### src/rtl/mn_matrix_pkg.sv
// Shared definitions for the mn_matrix storage block and its read sequencer.
// Latency: n/a (types and constants only).
// Backpressure: n/a.
package mn_matrix_pkg;

  localparam int MAX_DIM = 128;
  localparam int DATA_W  = 32;
  localparam int ADDR_W  = 32;

  typedef enum logic [1:0] {
    IDLE  = 2'd0,
    RUN   = 2'd1,
    DRAIN = 2'd2
  } state_t;

endpackage

### src/rtl/mn_skid_fifo.sv
// Two-entry fall-through FIFO carrying an element plus its last-marker.
// Latency: 0 cycles when empty (input bypasses to the head), else head of queue.
// Backpressure: out_rdy low holds the head stable; the producer must not push into a full FIFO.
module mn_skid_fifo #(
  parameter int DATA_W = mn_matrix_pkg::DATA_W
) (
  input  logic              clk,
  input  logic              reset,
  input  logic              in_vld,
  input  logic [DATA_W-1:0] in_dat,
  input  logic              in_last,
  output logic              out_vld,
  input  logic              out_rdy,
  output logic [DATA_W-1:0] out_dat,
  output logic              out_last,
  output logic [1:0]        count
);

  logic [DATA_W-1:0] dat_q [2];
  logic              last_q [2];
  logic              wr_ptr;
  logic              rd_ptr;
  logic              stored_vld;
  logic              store;
  logic              deq;

  assign stored_vld = (count != 2'd0);

  // An arriving element consumed in the same cycle through the bypass is never stored.
  assign store = in_vld && !(!stored_vld && out_rdy);
  assign deq   = stored_vld && out_rdy;

  assign out_vld  = stored_vld || in_vld;
  assign out_dat  = stored_vld ? dat_q[rd_ptr]  : (in_vld ? in_dat  : '0);
  assign out_last = stored_vld ? last_q[rd_ptr] : (in_vld && in_last);

  // Pointer and occupancy bookkeeping.
  always_ff @(posedge clk) begin
    if (reset) begin
      wr_ptr <= 1'b0;
      rd_ptr <= 1'b0;
      count  <= 2'd0;
    end else begin
      if (store) wr_ptr <= ~wr_ptr;
      if (deq)   rd_ptr <= ~rd_ptr;
      count <= count + {1'b0, store} - {1'b0, deq};
    end
  end

  // Payload storage; contents are only observed when count says an entry is valid.
  always_ff @(posedge clk) begin
    if (store) begin
      dat_q[wr_ptr]  <= in_dat;
      last_q[wr_ptr] <= in_last;
    end
  end

endmodule

### src/rtl/mn_matrix_reader.sv
// Walks an M x N matrix (or its transpose) in row-major order and streams the elements out.
// Latency: first read one cycle after start, first element one cycle after that, then one per cycle.
// Backpressure: out_ready low stalls reads through a 2-credit window; at most 2 elements buffered.
module mn_matrix_reader #(
  parameter int DATA_W  = mn_matrix_pkg::DATA_W,
  parameter int MAX_DIM = mn_matrix_pkg::MAX_DIM
) (
  input  logic                             clk,
  input  logic                             reset,
  input  logic                             start,
  input  logic                             transpose,
  input  logic [mn_matrix_pkg::ADDR_W-1:0] m_dim,
  input  logic [mn_matrix_pkg::ADDR_W-1:0] n_dim,
  output logic                             mem_read,
  output logic [mn_matrix_pkg::ADDR_W-1:0] mem_m_addr,
  output logic [mn_matrix_pkg::ADDR_W-1:0] mem_n_addr,
  output logic                             mem_transpose,
  input  logic [DATA_W-1:0]                mem_data,
  output logic [DATA_W-1:0]                out_data,
  output logic                             out_valid,
  input  logic                             out_ready,
  output logic                             out_last,
  output logic                             busy,
  output logic                             done,
  output logic                             err
);

  import mn_matrix_pkg::*;

  state_t            state;
  logic [7:0]        row;
  logic [7:0]        col;
  logic [7:0]        last_row;
  logic [7:0]        last_col;
  logic              inflight;
  logic              inflight_last;
  logic [1:0]        fifo_count;
  logic [ADDR_W-1:0] dim_r;
  logic [ADDR_W-1:0] dim_c;
  logic              dim_bad;
  logic              pop;
  logic              issue;
  logic              final_rd;

  // Logical shape of the traversal: transposed walks swap the roles of the dimensions.
  assign dim_r   = transpose ? n_dim : m_dim;
  assign dim_c   = transpose ? m_dim : n_dim;
  assign dim_bad = (dim_r == '0) || (dim_c == '0) ||
                   (dim_r > ADDR_W'(MAX_DIM)) || (dim_c > ADDR_W'(MAX_DIM));

  assign pop = out_valid && out_ready;

  // Outstanding elements (buffered + in flight), less the one leaving now, must stay below 2.
  assign issue = (state == RUN) &&
                 (({1'b0, fifo_count} + {2'b0, inflight}) < (3'd2 + {2'b0, pop}));

  assign final_rd = (row == last_row) && (col == last_col);

  // Counters stop on the final element, so the address ports hold whenever no read issues.
  assign mem_read   = issue;
  assign mem_m_addr = ADDR_W'(row);
  assign mem_n_addr = ADDR_W'(col);
  assign busy       = (state != IDLE);

  // Traversal FSM with row/col counters and the one-deep read-return tracker.
  always_ff @(posedge clk) begin
    if (reset) begin
      state         <= IDLE;
      row           <= 8'd0;
      col           <= 8'd0;
      last_row      <= 8'd0;
      last_col      <= 8'd0;
      mem_transpose <= 1'b0;
      inflight      <= 1'b0;
      inflight_last <= 1'b0;
      done          <= 1'b0;
      err           <= 1'b0;
    end else begin
      done          <= 1'b0;
      err           <= 1'b0;
      inflight      <= issue;
      inflight_last <= issue && final_rd;
      case (state)
        IDLE: begin
          if (start) begin
            mem_transpose <= transpose;
            if (dim_bad) begin
              err  <= 1'b1;
              done <= 1'b1;
            end else begin
              row      <= 8'd0;
              col      <= 8'd0;
              last_row <= 8'(dim_r - ADDR_W'(1));
              last_col <= 8'(dim_c - ADDR_W'(1));
              state    <= RUN;
            end
          end
        end
        RUN: begin
          if (issue) begin
            if (final_rd) begin
              state <= DRAIN;
            end else if (col == last_col) begin
              col <= 8'd0;
              row <= row + 8'd1;
            end else begin
              col <= col + 8'd1;
            end
          end
        end
        DRAIN: begin
          if (pop && out_last) begin
            state <= IDLE;
            done  <= 1'b1;
          end
        end
        default: state <= IDLE;
      endcase
    end
  end

  mn_skid_fifo #(.DATA_W(DATA_W)) u_fifo (
    .clk      (clk),
    .reset    (reset),
    .in_vld   (inflight),
    .in_dat   (mem_data),
    .in_last  (inflight_last),
    .out_vld  (out_valid),
    .out_rdy  (out_ready),
    .out_dat  (out_data),
    .out_last (out_last),
    .count    (fifo_count)
  );

endmodule

### config.mk
export PLATFORM = sky130hd
export DESIGN_NAME = mn_matrix_reader
export DESIGN_NICKNAME = d
export VERILOG_FILES = /design/src/rtl/mn_matrix_pkg.sv /design/src/rtl/mn_skid_fifo.sv /design/src/rtl/mn_matrix_reader.sv
export SDC_FILE = /design/constraint.sdc
export NUM_CORES = 1
export LEC_CHECK = 0
export ABC_CLOCK_PERIOD_IN_PS = 7410
export CORE_ASPECT_RATIO = 0.8
export CORE_MARGIN = 2
export CORE_UTILIZATION = 30
export CTS_CLUSTER_SIZE = 24
export DETAILED_ROUTE_END_ITERATION = 8
export HOLD_SLACK_MARGIN = 0.03
export PLACE_DENSITY_LB_ADDON = 0.2
export SLEW_MARGIN = 10
export SYNTH_ARGS = -nofsm -noshare
export SYNTH_HDL_FRONTEND = slang
export SYNTH_HIERARCHICAL = 1
export SYNTH_SLANG_ARGS = --single-unit
### constraint.sdc
create_clock -name clk -period 7.41 [get_ports clk]
set_clock_uncertainty 0.2 [all_clocks]
set_input_delay 1.482 -clock clk [delete_from_list [all_inputs] [get_ports clk]]
set_output_delay 1.482 -clock clk [all_outputs]
set_load 0.05 [all_outputs]
# Word level (Yosys, flattened, before mapping)

Memory sizes are Yosys's and may differ from the RTL's. A register that Yosys moved wholly into a read port is not among the register bits.
Cells that the tools add are included.

$add $sub $neg: 8
Multiply operators: 0
Divide/modulo/power cells: 0
Order comparisons: 3
Equality and inequality tests: 11
Shift-type cells: 0
Multiplexer cells: 31
Bitwise logic cells: 4
Reductions and logical operators: 27

Operator list:

| kind                                                           | count |
|---|---|
| two-way mux 32 bit                                             | 4 |
| greater-than comparator 32 x 8 -> 1 bit, second input constant | 2 |
| logical NOT 32 bit                                             | 2 |
| two-way mux 8 bit                                              | 8 |
| case mux 8 bit (2 select lines)                                | 2 |
| adder 8 x 1 -> 8 bit, second input constant                    | 2 |
| == test 8 bit                                                  | 2 |
| subtractor 8 x 1 -> 8 bit, second input constant               | 2 |
| != test 2 bit, second input constant                           | 6 |
| two-way mux 1 bit                                              | 10 |
| two-way mux 2 bit                                              | 5 |
| AND reduction 5 bit                                            | 2 |
| logical AND 1 bit                                              | 9 |
| case mux 2 bit (3 select lines)                                | 1 |
| AND reduction 6 bit                                            | 1 |
| nonzero test 2 bit                                             | 3 |
| logical OR 1 bit                                               | 4 |
| NOT 1 bit                                                      | 4 |
| adder 2 x 1 -> 3 bit                                           | 1 |
| adder 2 x 1 -> 3 bit, first input constant                     | 1 |
| less-than comparator 3 bit                                     | 1 |
| AND reduction 3 bit                                            | 1 |
| adder 2 x 1 -> 2 bit                                           | 1 |
| == test 2 x 1 -> 1 bit, second input constant                  | 1 |
| 8 further kinds                                                | 9 |

Bits in registers: 43
Bits in latches: 0
Memory bits (writable): 66
Memory bits (read-only): 0
Input bits: 101
Output and inout port bits: 103
Logic and storage cells: 99
Memories: 2

Memory list:

| name          | words | bits a word | rd ports | clocked after memory_dff | write ports | RTL line           | source |
|---|---|---|---|---|---|---|---|
| u_fifo.dat_q  | 2     | 32          | 1        | 1                        | 1           | mn_skid_fifo.sv:19 | `logic [DATA_W-1:0] dat_q [2];` |
| u_fifo.last_q | 2     | 1           | 1        | 1                        | 1           | mn_skid_fifo.sv:20 | `logic last_q [2];` |

# Logic depth before layout (Yosys ltp)

Gate-level depths: netlist of run 1.

Depth after elaboration: 8
Mapped depth: 12
Mapped depth without buffers: 8

# Modules after synthesis

Netlist of run 1, hierarchy kept.

Modules (own cells, without submodules):

| module           | instances | cells each | area each (um^2) | seq. area each (um^2) |
|---|---|---|---|---|
| mn_matrix_reader | 1         | 368        | 3019.1           | 780.7 |
| mn_skid_fifo     | 1         | 207        | 2969.1           | 2082.0 |

# Least setup slack after synthesis of run 1

OpenSTA, ideal clock, no wires.

Kind: input -> register
From: in transpose
To: reg row[5]
Setup time: 0.121 ns
Data arrival time: 3.685 ns
Required time: 7.089 ns
Path slack: 3.404 ns
Cell stages on the path: 11
Path buffers: 4
Cell sequence: buf_6 -> buf_12 -> buf_2 -> mux2i_1 -> ha_1 -> nand2_2 -> nor4_4 -> o221ai_2 -> buf_6 -> a211oi_1 -> mux2_2

Word-level cells in the longest chain between the ends: 7
Elaborated cells on any way between the ends: 11
Classes of those cells: order compare: 2; eq/ne: 1; mux: 2; reduce/logical: 6

Ends and longest elaborated chain:

| what                                                                            | RTL line                | source |
|---|---|---|
| start, declared                                                                 | mn_matrix_reader.sv:11  | `input logic transpose,` |
| branches (longest 4 deep; another with greater-than comparator 32 x 8 -> 1 bit) | n/a                     |  |
| logical OR 1 bit *                                                              | mn_matrix_reader.sv:49  | `(dim_r > ADDR_W'(MAX_DIM)) \|\| (dim_c > ADDR_W'(MAX_DIM));` |
| != test 2 bit (no source line) *                                                | n/a                     |  |
| AND reduction 6 bit (no source line) *                                          | n/a                     |  |
| end signal, assigned                                                            | mn_matrix_reader.sv:105 | `row <= row + 8'd1;` |
| end, declared                                                                   | mn_matrix_reader.sv:31  | `logic [7:0] row;` |

Every way passes the cells marked *.
A chain may end at the register's enable or synchronous reset.

# Worst setup path after layout of run 1

From: in out_ready
To: out mem_read

Word-level cells in the longest chain between the ends: 4

Ends and longest elaborated chain:

| what                       | RTL line               | source |
|---|---|---|
| start, declared            | mn_matrix_reader.sv:21 | `input logic out_ready,` |
| logical AND 1 bit          | mn_matrix_reader.sv:51 | `assign pop = out_valid && out_ready;` |
| adder 2 x 1 -> 3 bit       | mn_matrix_reader.sv:55 | `(({1'b0, fifo_count} + {2'b0, inflight}) < (3'd2 + {2'b0, pop}));` |
| less-than comparator 3 bit | mn_matrix_reader.sv:55 |  |
| logical AND 1 bit          | mn_matrix_reader.sv:54 | `assign issue = (state == RUN) &&` |
| end, declared              | mn_matrix_reader.sv:14 | `output logic mem_read,` |

No other way between the ends.

==> run metrics, run 1 <==
hold path cells 2; worst hold path class flop to flop; CTS buffer count 9; fin crit period 5210 ps; sequential power share 50.2%; most frequent cells in the layout 155 x clkdlybuf4s50_1, 66 x edfxtp_1, 48 x conb_1, 47 x nand3_1, 45 x mux2i_1; Crit Path Class input pin to primary output; global-route wire length before repair 23200 µm; max-slew violation count 0; final setup vio count 0; post-synth top area cell edfxtp_1; Seq/Total Area, Yosys 47.8%; # placed instances 968; Finished Layout Cells 984; Vias 4634; post_cts resized 0; Synth Flop Type edfxtp_1; Area after DPL 0.00756 mm²; DRT Pass-1 Iters 4; Final Power 1.29 mW; Post-CTS Hold Fix Bufs 0; PD cells 164 mW/mm²; RR Startpoint inflight; clock share of power 36.9%; Cell Rows 46; Final Cell Area 0.00786 mm²; largest net degree at the start of global routing 68; Max-slew headroom 24.0%; Die W 162 µm; final worst setup slack 2200 ps; number of setup buffers added after CTS 0; Placer Congestion 0.806; Place WS 1930 ps; RSZ-0062 raised after global routing false; CP Cell Sequence clkdlybuf4s50_1, nand3b_1, a21oi_1, nand2_1, inv_1, clkdlybuf4s50_1; number of synthesized register bits 110; Hold Startpoint last_row[4]; vias in the first global route 4534; final hold violation count 0; Final period util 70.3%; WP data required 5730 ps; crit path max fanout 6; syn avg cell area 10.4 µm²; Worst-Skew Late Latency 350 ps; Initial Util 30.4%; DRC violations left 0; switching pwr 0.337 mW; fmax 192 MHz; Post-synth EDFFs 66; core area 0.0197 mm²; CP max stage delay 820 ps; Arrival @ worst endpoint 3530 ps; clock sink total 110; Max-cap violations 0; antenna-violating nets left 0; number of H-tree levels 3; synth warn 6; Synth Cell Area 0.00599 mm²; Die Height 130 µm; share of cells above drive strength 1 6.53%; Port Buffer Count 155; r2r worst-path depth 9; root buf cell clkbuf_16; final setup TNS 0 ps; area share of the largest cell type after synthesis 33.1%; initial antenna violation count 0; Gate power share 12.9%; top cells by area, synth edfxtp_1 33%, dfxtp_1 15%, mux2i_1 7.5%; vias per std cell 4.71; commonest non-fill, non-tap cell in the layout clkdlybuf4s50_1; Reg-to-Reg End row[5]; synthesized instance count 575; status finished, final reports clean; Iteration-0 DRC Markers 207; crit-path most repeated cell clkdlybuf4s50_1; P_int 0.951 mW; Netlist cell types 54; n_diodes 0; VDD IR max 0.0925 mV; layout overhead on the synthesized area 31.2%; Routed WL 14800 µm; io pins 204; clock slew at reported path FFs 70 ps; R2R setup slack 4370 ps; Max clock buf depth 2; Leakage Power 2.62 nW; Net Sw Frac 26.2%; Slew @ Worst Pin 1140 ps; CTS tree done; Worst path slowest cell clkdlybuf4s50_1; Hold Slack 265 ps; grt total ovfl 0; Worst setup EP type primary output; WL/cell 15.0 µm; Layout Utilization 39.9%; overall routing resource usage 13.8%; final net count 826; post-DP HPWL 10700 µm; CP Launch Type input pin; Min-Delay Endpoint last_row[4]; asr flop ratio synth 0%; Die Area 0.0211 mm²
state kept, by name, summed over array words and instances, names as in the netlist, 2 cells and up, named ones only:
register	cells
u_fifo/dat_q	64
last_col	8
u_fifo/last_q	2
state	2
row	8
last_row	8
u_fifo/count	2
col	8
cell families (layout without fill, tap and decap cells):
kind of cell               count (synthesis)  after routing  synth area share (%)
and+or+nand+nor                          188            188                  16.3
DFF                                      110            110                  47.8
AOI/OAI and AO/OA                         95             95                  9.97
buffers and inverters                     88            186                  9.78
muxes                                     54             54                  9.74
xor gates and xnor gates                  29             29                  4.24
adders and majority gates                 10             10                  2.09
other                                      1             48                0.0626
worst max-delay path: cells and delay by family:
kind | cells | cell delay (ps)
and+or+nand+nor | 2 | 310
buffers and inverters | 3 | 1530
AOI/OAI and AO/OA | 1 | 200
Yosys cell counts (all sizes together), types with 10 or more instances:
master / instances
dfxtp: 44
nand3: 47
ha: 10
a21oi: 30
xnor2: 22
o21ai: 37
edfxtp: 66
inv: 10
mux2i: 49
nand2: 45
nor2: 22
buf: 69
nor3: 21
nor4: 17
worst max-delay path by stage:
stage                     startpoint        to  slack, ps  cells after the start
after floorplan            transpose    row[5]       3400                     11
after global placement     transpose    row[7]       2040                      9
after detailed placement   transpose    row[4]       1930                      9
after CTS                  out_ready  mem_read       2220                      6
after global routing       transpose    row[7]       2050                      9
final                      out_ready  mem_read       2200                      6
power groups by stage:
| stage | clock network (mW) | logic, mW | registers, mW |
|---|---|---|---|
| after global placement | 0 | 0.163 | 0.661 |
| after global routing | 0.516 | 0.176 | 0.647 |
| after detailed placement | 0 | 0.165 | 0.661 |
| after floorplan | 0 | 0.110 | 0.664 |
| final | 0.475 | 0.166 | 0.647 |
| after CTS | 0.493 | 0.166 | 0.647 |
area by class of cell:
type | instances | area (µm²)
Fill cell | 1954 | 11800
Timing Repair Buffer | 160 | 1590
Tap cell | 264 | 330
Inverter | 10 | 37.5
Clock buffer | 9 | 225
Clock inverter | 7 | 72.6
Multi-Input combinational cell | 424 | 2740
Sequential cell | 110 | 2860
layer usage:
metal | global-route usage [%] | wire length [µm]
met5 | 0 | 0
met4 | 2.65 | 85
met3 | 2.99 | 717
met2 | 23.6 | 7200
met1 | 18.1 | 6810
Note: power is estimated with default switching activity, not from simulation.
==> inputs of run 2 (changes only) <==
--- a/config.mk
+++ b/config.mk
@@ -5,7 +5,7 @@
 export SDC_FILE = /design/constraint.sdc
 export NUM_CORES = 1
 export LEC_CHECK = 0
-export ABC_CLOCK_PERIOD_IN_PS = 7410
+export ABC_CLOCK_PERIOD_IN_PS = 4200
 export CORE_ASPECT_RATIO = 0.8
 export CORE_MARGIN = 2
 export CORE_UTILIZATION = 30
==> constraint.sdc (replaced) <==
create_clock -name clk -period 4.2 [get_ports clk]
set_clock_uncertainty 0.2 [all_clocks]
set_input_delay 0.84 -clock clk [delete_from_list [all_inputs] [get_ports clk]]
set_output_delay 0.84 -clock clk [all_outputs]
set_load 0.05 [all_outputs]
==> run 2 against run 1 <==
Net effect: first-iteration DRC count grew 19%; sequential power rose by 76%; clock-buffer cell count unchanged; register-to-register slack got worse by 3300 ps; final area grew 1.2%.
==> run metrics, run 2 (synthesis results as in run 1) <==
status finished, final reports clean; largest net degree at the start of global routing 37; Final Cell Area 0.00795 mm²; antenna-violating nets left 0; clock slew at reported path FFs 80 ps; core area 0.0197 mm²; Max-cap violations 0; Final Power 2.30 mW; VDD IR max 0.199 mV; max reg flops 64; r2r worst-path depth 9; Net Sw Frac 26.6%; Crit Path Class flop to primary output; Cell Rows 46; Max-slew headroom 52.5%; max-slew violation count 0; Post-CTS Hold Fix Bufs 0; final setup vio count 0; wire length on met2 7180 µm; global-route wire length before repair 23900 µm; Die W 162 µm; switching pwr 0.611 mW; Worst setup EP type primary output; Leakage Power 2.67 nW; initial antenna violation count 0; fin crit period 3740 ps; met3 WL 866 µm; hold path cells 2; fmax 268 MHz; most frequent cells in the layout 154 x clkdlybuf4s50_1, 66 x edfxtp_1, 48 x conb_1, 47 x nand3_1, 45 x mux2i_1; worst hold path class flop to flop; Hold Slack 269 ps; Gate power share 12.8%; n_diodes 0; WP data required 3160 ps; fill count 1904; RSZ-0062 raised after global routing false; Placer Congestion 0.831; Slew @ Worst Pin 711 ps; sequential power share 49.7%; io pins 204; number of H-tree levels 3; layout overhead on the synthesized area 32.8%; final net count 833; Routed WL 15100 µm; root buf cell clkbuf_16; final hold violation count 0; routed length on met1 6890 µm; Layout Utilization 40.4%; CTS buffer count 9; DRT Pass-1 Iters 4; P_int 1.69 mW; crit path max fanout 36; vias in the first global route 4584; Max clock buf depth 2; Area after DPL 0.00764 mm²; overall routing resource usage 14.1%; number of setup buffers added after CTS 0; grt total ovfl 0; commonest non-fill, non-tap cell in the layout clkdlybuf4s50_1; vias per std cell 4.69; Arrival @ worst endpoint 2700 ps; share of cells above drive strength 1 7.57%; final setup TNS 0 ps; Iteration-0 DRC Markers 247; FF/Latch Area 0.00286 mm²; CP Launch Type flop; Final period util 89.0%; Initial Util 30.4%; post_cts resized 0; max layer used met4; Largest Register u_fifo/dat_q; PD cells 289 mW/mm²; clock share of power 37.5%; Multi-input gate area 0.00274 mm²; Worst-Skew Late Latency 350 ps; Port Buffer Count 155; post-DP HPWL 11100 µm; Vias 4646; Die Area 0.0211 mm²; CTS tree done; WL/cell 15.2 µm; clock sink total 110; DRC violations left 0; Die Height 130 µm
-- run 2: cell count changes in the layout (fill, tap and decap cells not counted) --
cell and delta:
clkdlybuf4s50_1 -1, buf_4 +5, buf_12 +3, inv_12 +1, clkinv_4 -1
-- run 2: layout make-up --
type                       count  share of cell area (%)
multi-input combinational    424                    34.4
tap                          264                    4.15
clock inverter                 7                    1.01
clock buffer                   9                    2.83
inverter                      10                   0.472
timing repair buffer         167                    21.1
sequential                   110                    36.0
-- run 2: final timing paths --
kind,end,slack [ps],from
min,last_row[7],270,last_row[7]
max reg2reg,row[7],1080,inflight
max,out_data[23],460,u_fifo/count[1]
min reg2reg,last_row[7],270,last_row[7]
-- run 2: power groups by stage --
stage	Sequential, mW	Clock, mW	Combinational (mW)
2_1_floorplan	1.17	0	0.194
3_3_place_gp	1.17	0	0.291
3_5_place_dp	1.17	0	0.293
4_1_cts	1.14	0.894	0.295
5_1_grt	1.14	0.929	0.313
6_report	1.14	0.860	0.295
-- run 2: per-stage QoR --
| step | std cells | worst slack (ps) |
|---|---|---|
| floorplan | 622 | 836 |
| finish | 991 | 464 |
| global route | 991 | 294 |
| CTS | 991 | 437 |
| detailed placement | 975 | 270 |
| global placement | 975 | 365 |
-- run 2: critical path, cell delays in order, from the launching register on --
cell and delay [ps]:
dfxtp_1 380, nor2_4 590, buf_12 260, nand3_1 80, o21ai_0 160, clkdlybuf4s50_1 870
-- run 2: per-layer routing --
| layer | GRT usage (%) | vias to the layer above |
|---|---|---|
| met5 | 0 | - |
| met4 | 2.65 | 0 |
| met3 | 3.46 | 12 |
| met2 | 24.1 | 126 |
| met1 | 18.5 | 2203 |
| li1 | - | 2305 |
